`src/rtl/multicycle_control_pkg.sv`:
```
// -----------------------------------------------------------------------------
// multicycle_control_pkg
// Shared constants for the multicycle MIPS-style controller: state codes,
// the opcodes the controller decodes, the alu_op codes shared with the ALU
// decoder, and the datapath select encodings.
// No ports (package).
// -----------------------------------------------------------------------------
package multicycle_control_pkg;

    typedef enum logic [3:0] {
        S_FETCH   = 4'd0,
        S_DECODE  = 4'd1,
        S_MEMADR  = 4'd2,
        S_MEMRD   = 4'd3,
        S_MEMWB   = 4'd4,
        S_MEMWR   = 4'd5,
        S_EXECUTE = 4'd6,
        S_ALUWB   = 4'd7,
        S_BRANCH  = 4'd8,
        S_ADDIEX  = 4'd9,
        S_ADDIWB  = 4'd10,
        S_JUMP    = 4'd11
    } state_e;

    localparam logic [5:0] OP_RTYPE = 6'b000000;
    localparam logic [5:0] OP_LW    = 6'b100011;
    localparam logic [5:0] OP_SW    = 6'b101011;
    localparam logic [5:0] OP_BEQ   = 6'b000100;
    localparam logic [5:0] OP_ADDI  = 6'b001000;
    localparam logic [5:0] OP_J     = 6'b000010;

    localparam logic [1:0] ALU_OP_ADD   = 2'b00;
    localparam logic [1:0] ALU_OP_SUB   = 2'b01;
    localparam logic [1:0] ALU_OP_FUNCT = 2'b10;

    localparam logic [1:0] PC_SRC_ALU    = 2'b00;
    localparam logic [1:0] PC_SRC_ALUOUT = 2'b01;
    localparam logic [1:0] PC_SRC_JUMP   = 2'b10;

    localparam logic [1:0] SRC_B_REG    = 2'b00;
    localparam logic [1:0] SRC_B_FOUR   = 2'b01;
    localparam logic [1:0] SRC_B_IMM    = 2'b10;
    localparam logic [1:0] SRC_B_IMM_SH = 2'b11;

endpackage

```
`src/rtl/multicycle_control_if.sv`:
```
// -----------------------------------------------------------------------------
// multicycle_control_if
// Groups the controller's datapath-facing signals.
//   opcode, zero             : datapath -> controller
//   enables, selects, state  : controller -> datapath
// Modports: slave = controller side, master = datapath side.
// -----------------------------------------------------------------------------
interface multicycle_control_if;
    logic [5:0] opcode;
    logic       zero;
    logic       ir_write;
    logic       pc_write;
    logic       branch;
    logic       mem_write;
    logic       reg_write;
    logic       pc_en;
    logic       iord;
    logic       alu_src_a;
    logic       reg_dst;
    logic       mem_to_reg;
    logic [1:0] alu_src_b;
    logic [1:0] alu_op;
    logic [1:0] pc_src;
    logic [3:0] state;

    modport slave (
        input  opcode, zero,
        output ir_write, pc_write, branch, mem_write, reg_write, pc_en,
        output iord, alu_src_a, reg_dst, mem_to_reg,
        output alu_src_b, alu_op, pc_src, state
    );

    modport master (
        output opcode, zero,
        input  ir_write, pc_write, branch, mem_write, reg_write, pc_en,
        input  iord, alu_src_a, reg_dst, mem_to_reg,
        input  alu_src_b, alu_op, pc_src, state
    );
endinterface

```
`src/rtl/multicycle_control_outputs.sv`:
```
// -----------------------------------------------------------------------------
// ControlOutputs
// Moore decode of the controller state into datapath enables and selects.
// Ports: state_i (current state), zero_i (ALU zero flag, only feeds pc_en_o),
//        rst_n_i (gates every write enable low while reset is held),
//        *_o enables and mux selects.
// Optional feature: JUMP_EN macro enables the JUMP state decode.
// -----------------------------------------------------------------------------
module ControlOutputs
    import multicycle_control_pkg::*;
(
    input  logic [3:0] state_i,
    input  logic       zero_i,
    input  logic       rst_n_i,
    output logic       ir_write_o,
    output logic       pc_write_o,
    output logic       branch_o,
    output logic       mem_write_o,
    output logic       reg_write_o,
    output logic       pc_en_o,
    output logic       iord_o,
    output logic       alu_src_a_o,
    output logic       reg_dst_o,
    output logic       mem_to_reg_o,
    output logic [1:0] alu_src_b_o,
    output logic [1:0] alu_op_o,
    output logic [1:0] pc_src_o
);

    logic ir_write_s, pc_write_s, branch_s, mem_write_s, reg_write_s;

    // State-to-output table; anything not set for a state stays 0.
    always_comb begin
        ir_write_s   = 1'b0;
        pc_write_s   = 1'b0;
        branch_s     = 1'b0;
        mem_write_s  = 1'b0;
        reg_write_s  = 1'b0;
        iord_o       = 1'b0;
        alu_src_a_o  = 1'b0;
        reg_dst_o    = 1'b0;
        mem_to_reg_o = 1'b0;
        alu_src_b_o  = SRC_B_REG;
        alu_op_o     = ALU_OP_ADD;
        pc_src_o     = PC_SRC_ALU;
        case (state_i)
            S_FETCH: begin
                ir_write_s  = 1'b1;
                pc_write_s  = 1'b1;
                alu_src_b_o = SRC_B_FOUR;
            end
            S_DECODE:  alu_src_b_o = SRC_B_IMM_SH;
            S_MEMADR: begin
                alu_src_a_o = 1'b1;
                alu_src_b_o = SRC_B_IMM;
            end
            S_MEMRD:   iord_o = 1'b1;
            S_MEMWB: begin
                mem_to_reg_o = 1'b1;
                reg_write_s  = 1'b1;
            end
            S_MEMWR: begin
                iord_o      = 1'b1;
                mem_write_s = 1'b1;
            end
            S_EXECUTE: begin
                alu_src_a_o = 1'b1;
                alu_op_o    = ALU_OP_FUNCT;
            end
            S_ALUWB: begin
                reg_dst_o   = 1'b1;
                reg_write_s = 1'b1;
            end
            S_BRANCH: begin
                alu_src_a_o = 1'b1;
                alu_op_o    = ALU_OP_SUB;
                pc_src_o    = PC_SRC_ALUOUT;
                branch_s    = 1'b1;
            end
            S_ADDIEX: begin
                alu_src_a_o = 1'b1;
                alu_src_b_o = SRC_B_IMM;
            end
            S_ADDIWB:  reg_write_s = 1'b1;
`ifdef JUMP_EN
            S_JUMP: begin
                pc_src_o   = PC_SRC_JUMP;
                pc_write_s = 1'b1;
            end
`endif
            default: begin
                ir_write_s = 1'b0;
            end
        endcase
    end

    // Reset forces state to FETCH, whose enables are active; mask them so
    // nothing writes while rst_n is held low.
    assign ir_write_o  = ir_write_s  & rst_n_i;
    assign pc_write_o  = pc_write_s  & rst_n_i;
    assign branch_o    = branch_s    & rst_n_i;
    assign mem_write_o = mem_write_s & rst_n_i;
    assign reg_write_o = reg_write_s & rst_n_i;
    assign pc_en_o     = (pc_write_s | (branch_s & zero_i)) & rst_n_i;

endmodule

```
`src/rtl/multicycle_control.sv`:
```
// -----------------------------------------------------------------------------
// multicycle_control
// Moore FSM controller for a multicycle MIPS-style datapath.
// Ports: clk (rising edge), rst_n (async active-low, forces FETCH),
//        bus (multicycle_control_if.slave: opcode/zero in, controls out).
// Optional feature: JUMP_EN macro adds the j instruction / JUMP state;
// without it j decodes as illegal and code 11 returns to FETCH.
// -----------------------------------------------------------------------------
module multicycle_control
    import multicycle_control_pkg::*;
(
    input  logic                 clk,
    input  logic                 rst_n,
    multicycle_control_if.slave  bus
);

    state_e state_q, state_d;

    // State register.
    always_ff @(posedge clk or negedge rst_n) begin
        if (!rst_n) begin
            state_q <= S_FETCH;
        end else begin
            state_q <= state_d;
        end
    end

    // Next-state logic; opcode is held stable in the IR from DECODE onward.
    always_comb begin
        state_d = S_FETCH;
        case (state_q)
            S_FETCH:  state_d = S_DECODE;
            S_DECODE: begin
                case (bus.opcode)
                    OP_LW, OP_SW: state_d = S_MEMADR;
                    OP_RTYPE:     state_d = S_EXECUTE;
                    OP_BEQ:       state_d = S_BRANCH;
                    OP_ADDI:      state_d = S_ADDIEX;
`ifdef JUMP_EN
                    OP_J:         state_d = S_JUMP;
`endif
                    default:      state_d = S_FETCH;
                endcase
            end
            S_MEMADR: begin
                if (bus.opcode == OP_SW) begin
                    state_d = S_MEMWR;
                end else begin
                    state_d = S_MEMRD;
                end
            end
            S_MEMRD:   state_d = S_MEMWB;
            S_EXECUTE: state_d = S_ALUWB;
            S_ADDIEX:  state_d = S_ADDIWB;
            default:   state_d = S_FETCH;
        endcase
    end

    assign bus.state = state_q;

    ControlOutputs u_outputs (
        .state_i      (state_q),
        .zero_i       (bus.zero),
        .rst_n_i      (rst_n),
        .ir_write_o   (bus.ir_write),
        .pc_write_o   (bus.pc_write),
        .branch_o     (bus.branch),
        .mem_write_o  (bus.mem_write),
        .reg_write_o  (bus.reg_write),
        .pc_en_o      (bus.pc_en),
        .iord_o       (bus.iord),
        .alu_src_a_o  (bus.alu_src_a),
        .reg_dst_o    (bus.reg_dst),
        .mem_to_reg_o (bus.mem_to_reg),
        .alu_src_b_o  (bus.alu_src_b),
        .alu_op_o     (bus.alu_op),
        .pc_src_o     (bus.pc_src)
    );

endmodule

```
`src/flat_wrapper.sv`:
```
// flat-port wrapper written by rule: the top's interface ports become plain ports
module multicycle_control_flat import multicycle_control_pkg::*;
  (clk, rst_n, bus_opcode, bus_zero, bus_ir_write, bus_pc_write, bus_branch, bus_mem_write, bus_reg_write, bus_pc_en, bus_iord, bus_alu_src_a, bus_reg_dst, bus_mem_to_reg, bus_alu_src_b, bus_alu_op, bus_pc_src, bus_state);
  multicycle_control_if bus_i ();
  input  logic clk;
  input  logic rst_n;
  input wire logic [$bits(bus_i.opcode)-1:0] bus_opcode;
  input wire logic [$bits(bus_i.zero)-1:0] bus_zero;
  output wire logic [$bits(bus_i.ir_write)-1:0] bus_ir_write;
  output wire logic [$bits(bus_i.pc_write)-1:0] bus_pc_write;
  output wire logic [$bits(bus_i.branch)-1:0] bus_branch;
  output wire logic [$bits(bus_i.mem_write)-1:0] bus_mem_write;
  output wire logic [$bits(bus_i.reg_write)-1:0] bus_reg_write;
  output wire logic [$bits(bus_i.pc_en)-1:0] bus_pc_en;
  output wire logic [$bits(bus_i.iord)-1:0] bus_iord;
  output wire logic [$bits(bus_i.alu_src_a)-1:0] bus_alu_src_a;
  output wire logic [$bits(bus_i.reg_dst)-1:0] bus_reg_dst;
  output wire logic [$bits(bus_i.mem_to_reg)-1:0] bus_mem_to_reg;
  output wire logic [$bits(bus_i.alu_src_b)-1:0] bus_alu_src_b;
  output wire logic [$bits(bus_i.alu_op)-1:0] bus_alu_op;
  output wire logic [$bits(bus_i.pc_src)-1:0] bus_pc_src;
  output wire logic [$bits(bus_i.state)-1:0] bus_state;
  assign bus_i.opcode = bus_opcode;
  assign bus_i.zero = bus_zero;
  assign bus_ir_write = bus_i.ir_write;
  assign bus_pc_write = bus_i.pc_write;
  assign bus_branch = bus_i.branch;
  assign bus_mem_write = bus_i.mem_write;
  assign bus_reg_write = bus_i.reg_write;
  assign bus_pc_en = bus_i.pc_en;
  assign bus_iord = bus_i.iord;
  assign bus_alu_src_a = bus_i.alu_src_a;
  assign bus_reg_dst = bus_i.reg_dst;
  assign bus_mem_to_reg = bus_i.mem_to_reg;
  assign bus_alu_src_b = bus_i.alu_src_b;
  assign bus_alu_op = bus_i.alu_op;
  assign bus_pc_src = bus_i.pc_src;
  assign bus_state = bus_i.state;
  multicycle_control u_core (.clk(clk), .rst_n(rst_n), .bus(bus_i));
endmodule
```
`config.mk`:
```
export PLATFORM = sky130hd
export DESIGN_NAME = multicycle_control_flat
export DESIGN_NICKNAME = d
export VERILOG_FILES = /design/src/rtl/multicycle_control_pkg.sv /design/src/rtl/multicycle_control_if.sv /design/src/rtl/multicycle_control_outputs.sv /design/src/rtl/multicycle_control.sv /design/src/flat_wrapper.sv
export SDC_FILE = /design/constraint.sdc
export NUM_CORES = 1
export LEC_CHECK = 0
export ABC_AREA = 1
export CAP_MARGIN = 20
export CELL_PAD_IN_SITES_DETAIL_PLACEMENT = 1
export CELL_PAD_IN_SITES_GLOBAL_PLACEMENT = 2
export CORE_ASPECT_RATIO = 0.75
export CORE_MARGIN = 1
export CORE_UTILIZATION = 14
export DETAILED_ROUTE_END_ITERATION = 7
export GPL_ROUTABILITY_DRIVEN = 0
export HOLD_SLACK_MARGIN = 0.05
export PLACE_DENSITY = 0.72
export SLEW_MARGIN = 20
export SYNTH_ARGS = -nofsm -noshare
export SYNTH_HDL_FRONTEND = slang
export SYNTH_HIERARCHICAL = 1
export SYNTH_SLANG_ARGS = --single-unit
```
`constraint.sdc`:
```
create_clock -name clk -period 1.25 [get_ports clk]
set_clock_uncertainty 0.15 [all_clocks]
set_input_delay 0.25 -clock clk [delete_from_list [all_inputs] [get_ports clk]]
set_output_delay 0.25 -clock clk [all_outputs]
set_load 0.005 [all_outputs]
```
==> impl_metrics.tcl <==
set metrics [dict create \
    ys_ff_latch 4 \
    clock_latency_ps 210 \
    die_y_um 53.7 \
    crit_fanout 6 \
    grt_usage 0.107 \
    coreArea_mm2 0.00333 \
    synthToLayoutAreaGrowth_pct 146 \
    crit_type "reg -> out" \
    hp-class "in -> async" \
    synth_cell_types 20 \
    grt_overflow 0 \
    yosysWarnings 6 \
    die_area_mm2 0.00380 \
    max_cap_violations 0 \
    ant_nets 0 \
    critical_path.startpoint_type "flip-flop" \
    n_antenna_cell 0 \
    final-setup-viol-count 23 \
    rrSetupSlack_ps -240 \
    drive_above_1_share 0.601 \
    grt_pass1_wl_um 3280 \
    synth-seq-area-share 0.201 \
    nets 164 \
    fin_hold_ws_ps 506 \
    antenna_found_initial 0 \
    cts-root-buf "clkbuf_8" \
    drc 0 \
    rows 18 \
    cts_tree "yes" \
    worst-r2r-cell-count 9 \
    cts_buffers 3 \
    cts_buffer_depth 2 \
    cp_data_arrival_time_ps 1260 \
    start_util 0.149 \
    cts.sinks 4 \
    timing.final.ws_setup_ps -406 \
    r2r_end "u_core/bus.state[1]$_DFF_PN0_" \
    path_clk_slew_ps 30 \
    ir_worst_vdd_mv 0.377 \
    slew_viol_final 0 \
    hold_violations 0 \
    dp_hpwl_um 1510 \
    worstPathRequired_ps 850 \
    die_x_um 70.9 \
    synth_async_sr_flop_share 1.00 \
    design_area_mm2 0.00122 \
    netlist_instances 94 \
    htree_levels 1 \
    largest_register_ffs 4 \
    grt_max_degree 7 \
    min_period_ps 1660 \
    total_power_mw 1.86 \
    place_area_um2 927 \
    violations "setup timing" \
    p_leak_nw 0.642 \
    first_pass_iters 5 \
    ys.flop_type "dfrtp_1" \
    synth_enable_flop_cells 0 \
    r2r_start "u_core/bus.state[1]$_DFF_PN0_" \
    port_buffers 27 \
    power_density_mw_per_mm2 1520 \
    drtIter0Drc 25 \
    vias 790 \
    fmax_mhz 604 \
    syn_area_um2 498 \
    drt-vias-per-instance 4.09 \
    syn_avg_cell_area_um2 5.30 \
    endpoint_kind "output pin" \
    wl_um 2240 \
    rsz0062_at_grt "yes" \
    outcome "finished with violations" \
    finalCritPeriodShare 1.32 \
    synth_nets 103 \
    wire_per_inst_um 11.6 \
    grt_pass1_vias 786 \
    top_level_ports 29 \
]
-- critical path: stages (launching register included) --
cell,delay [ps]
dfrtp_2,490
buf_6,150
nor4_4,250
buf_2,160
-- cells in the final DEF, fill, tap and decap left out, drive strengths merged --
master,netlist,layout
a21oi,3,3
dlygate4sd2,0,2
inv,20,20
dlygate4sd3,0,1
a22oi,1,1
clkbuf,0,3
nand3,6,6
o21ai,1,1
nor3,1,1
nand2,25,25
buf,4,50
nor2,24,24
dfrtp,4,4
nor4,1,1
clkdlybuf4s50,0,7
o22ai,1,1
conb,1,1
o211ai,1,1
nand3b,1,1
-- kinds of logic (layout without fill, tap and decap cells) --
kind of cell	Yosys count	count (layout)	share of synthesized area
simple gates	58	58	0.482
buf+inv	24	83	0.219
compound gates	7	7	0.0905
flops	4	4	0.201
other cells	1	1	0.00753
-- through the flow --
stage | setup slack (ps) | utilization | setup TNS (ps) | instances
finish | -406 | 0.367 | -7430 | 193
global route | -486 | 0.367 | -8590 | 193
CTS | -409 | 0.343 | -6570 | 190
detailed placement | -821 | 0.278 | -11420 | 174
global placement | -739 | 0.278 | -10640 | 174
floorplan | -154 | - | -442 | 94
-- Yosys cell counts, types with 2 or more instances --
| cell type | number | area share |
|---|---|---|
| nor2_1 | 22 | 0.17 |
| a21oi_1 | 2 | 0.020 |
| buf_4 | 3 | 0.045 |
| inv_1 | 17 | 0.13 |
| dfrtp_1 | 4 | 0.20 |
| nor2_2 | 2 | 0.025 |
| nand3_1 | 6 | 0.060 |
| inv_2 | 3 | 0.023 |
| nand2_1 | 24 | 0.18 |
-- what timing repair did --
item,4_1_cts,5_1_grt
endpoints found under the hold margin,4,0
gates cloned,0,0
resized for setup,124,17
hold buffers,1,0
buffers inserted,15,3
pin swaps,16,8
setup endpoints to repair,23,23
-- per-layer routing --
| metal | share of wire | global-route usage | wire length (um) |
|---|---|---|---|
| met5 | 0 | 0 | 0 |
| met4 | 0 | 0 | 0 |
| met3 | 0.041 | 0.00749 | 92 |
| met2 | 0.56 | 0.236 | 1240 |
| met1 | 0.40 | 0.122 | 899 |
-- area by class of cell --
cell class              instances  area, um^2
inverters                      20        85.1
repair buffers                 60         527
flip-flops and latches          4         104
multi-input cells              66         417
fillers                       418        2110
well taps                      40        50.0
clock buffers                   3        41.3
-- power by group --
part	switching (mW)	internal [mW]	leakage (nW)
combinational	0.601	0.732	0.571
clock	0.0567	0.204	0.0216
sequential	0.0945	0.168	0.0490
total	0.752	1.10	0.642
-- worst max-delay path by stage --
stage | startpoint | to | slack (ps) | cells after the start
after floorplan | u_core/bus.state[1]$_DFF_PN0_ | bus_pc_write | -150 | 3
after global placement | rst_n | bus_ir_write | -740 | 4
after detailed placement | rst_n | bus_pc_write | -820 | 4
after CTS | u_core/bus.state[2]$_DFF_PN0_ | bus_reg_write | -410 | 6
after global routing | u_core/bus.state[2]$_DFF_PN0_ | bus_reg_write | -490 | 6
final | u_core/bus.state[0]$_DFF_PN0_ | bus_ir_write | -410 | 3
No activity file was read; power rests on OpenSTA's default activity.
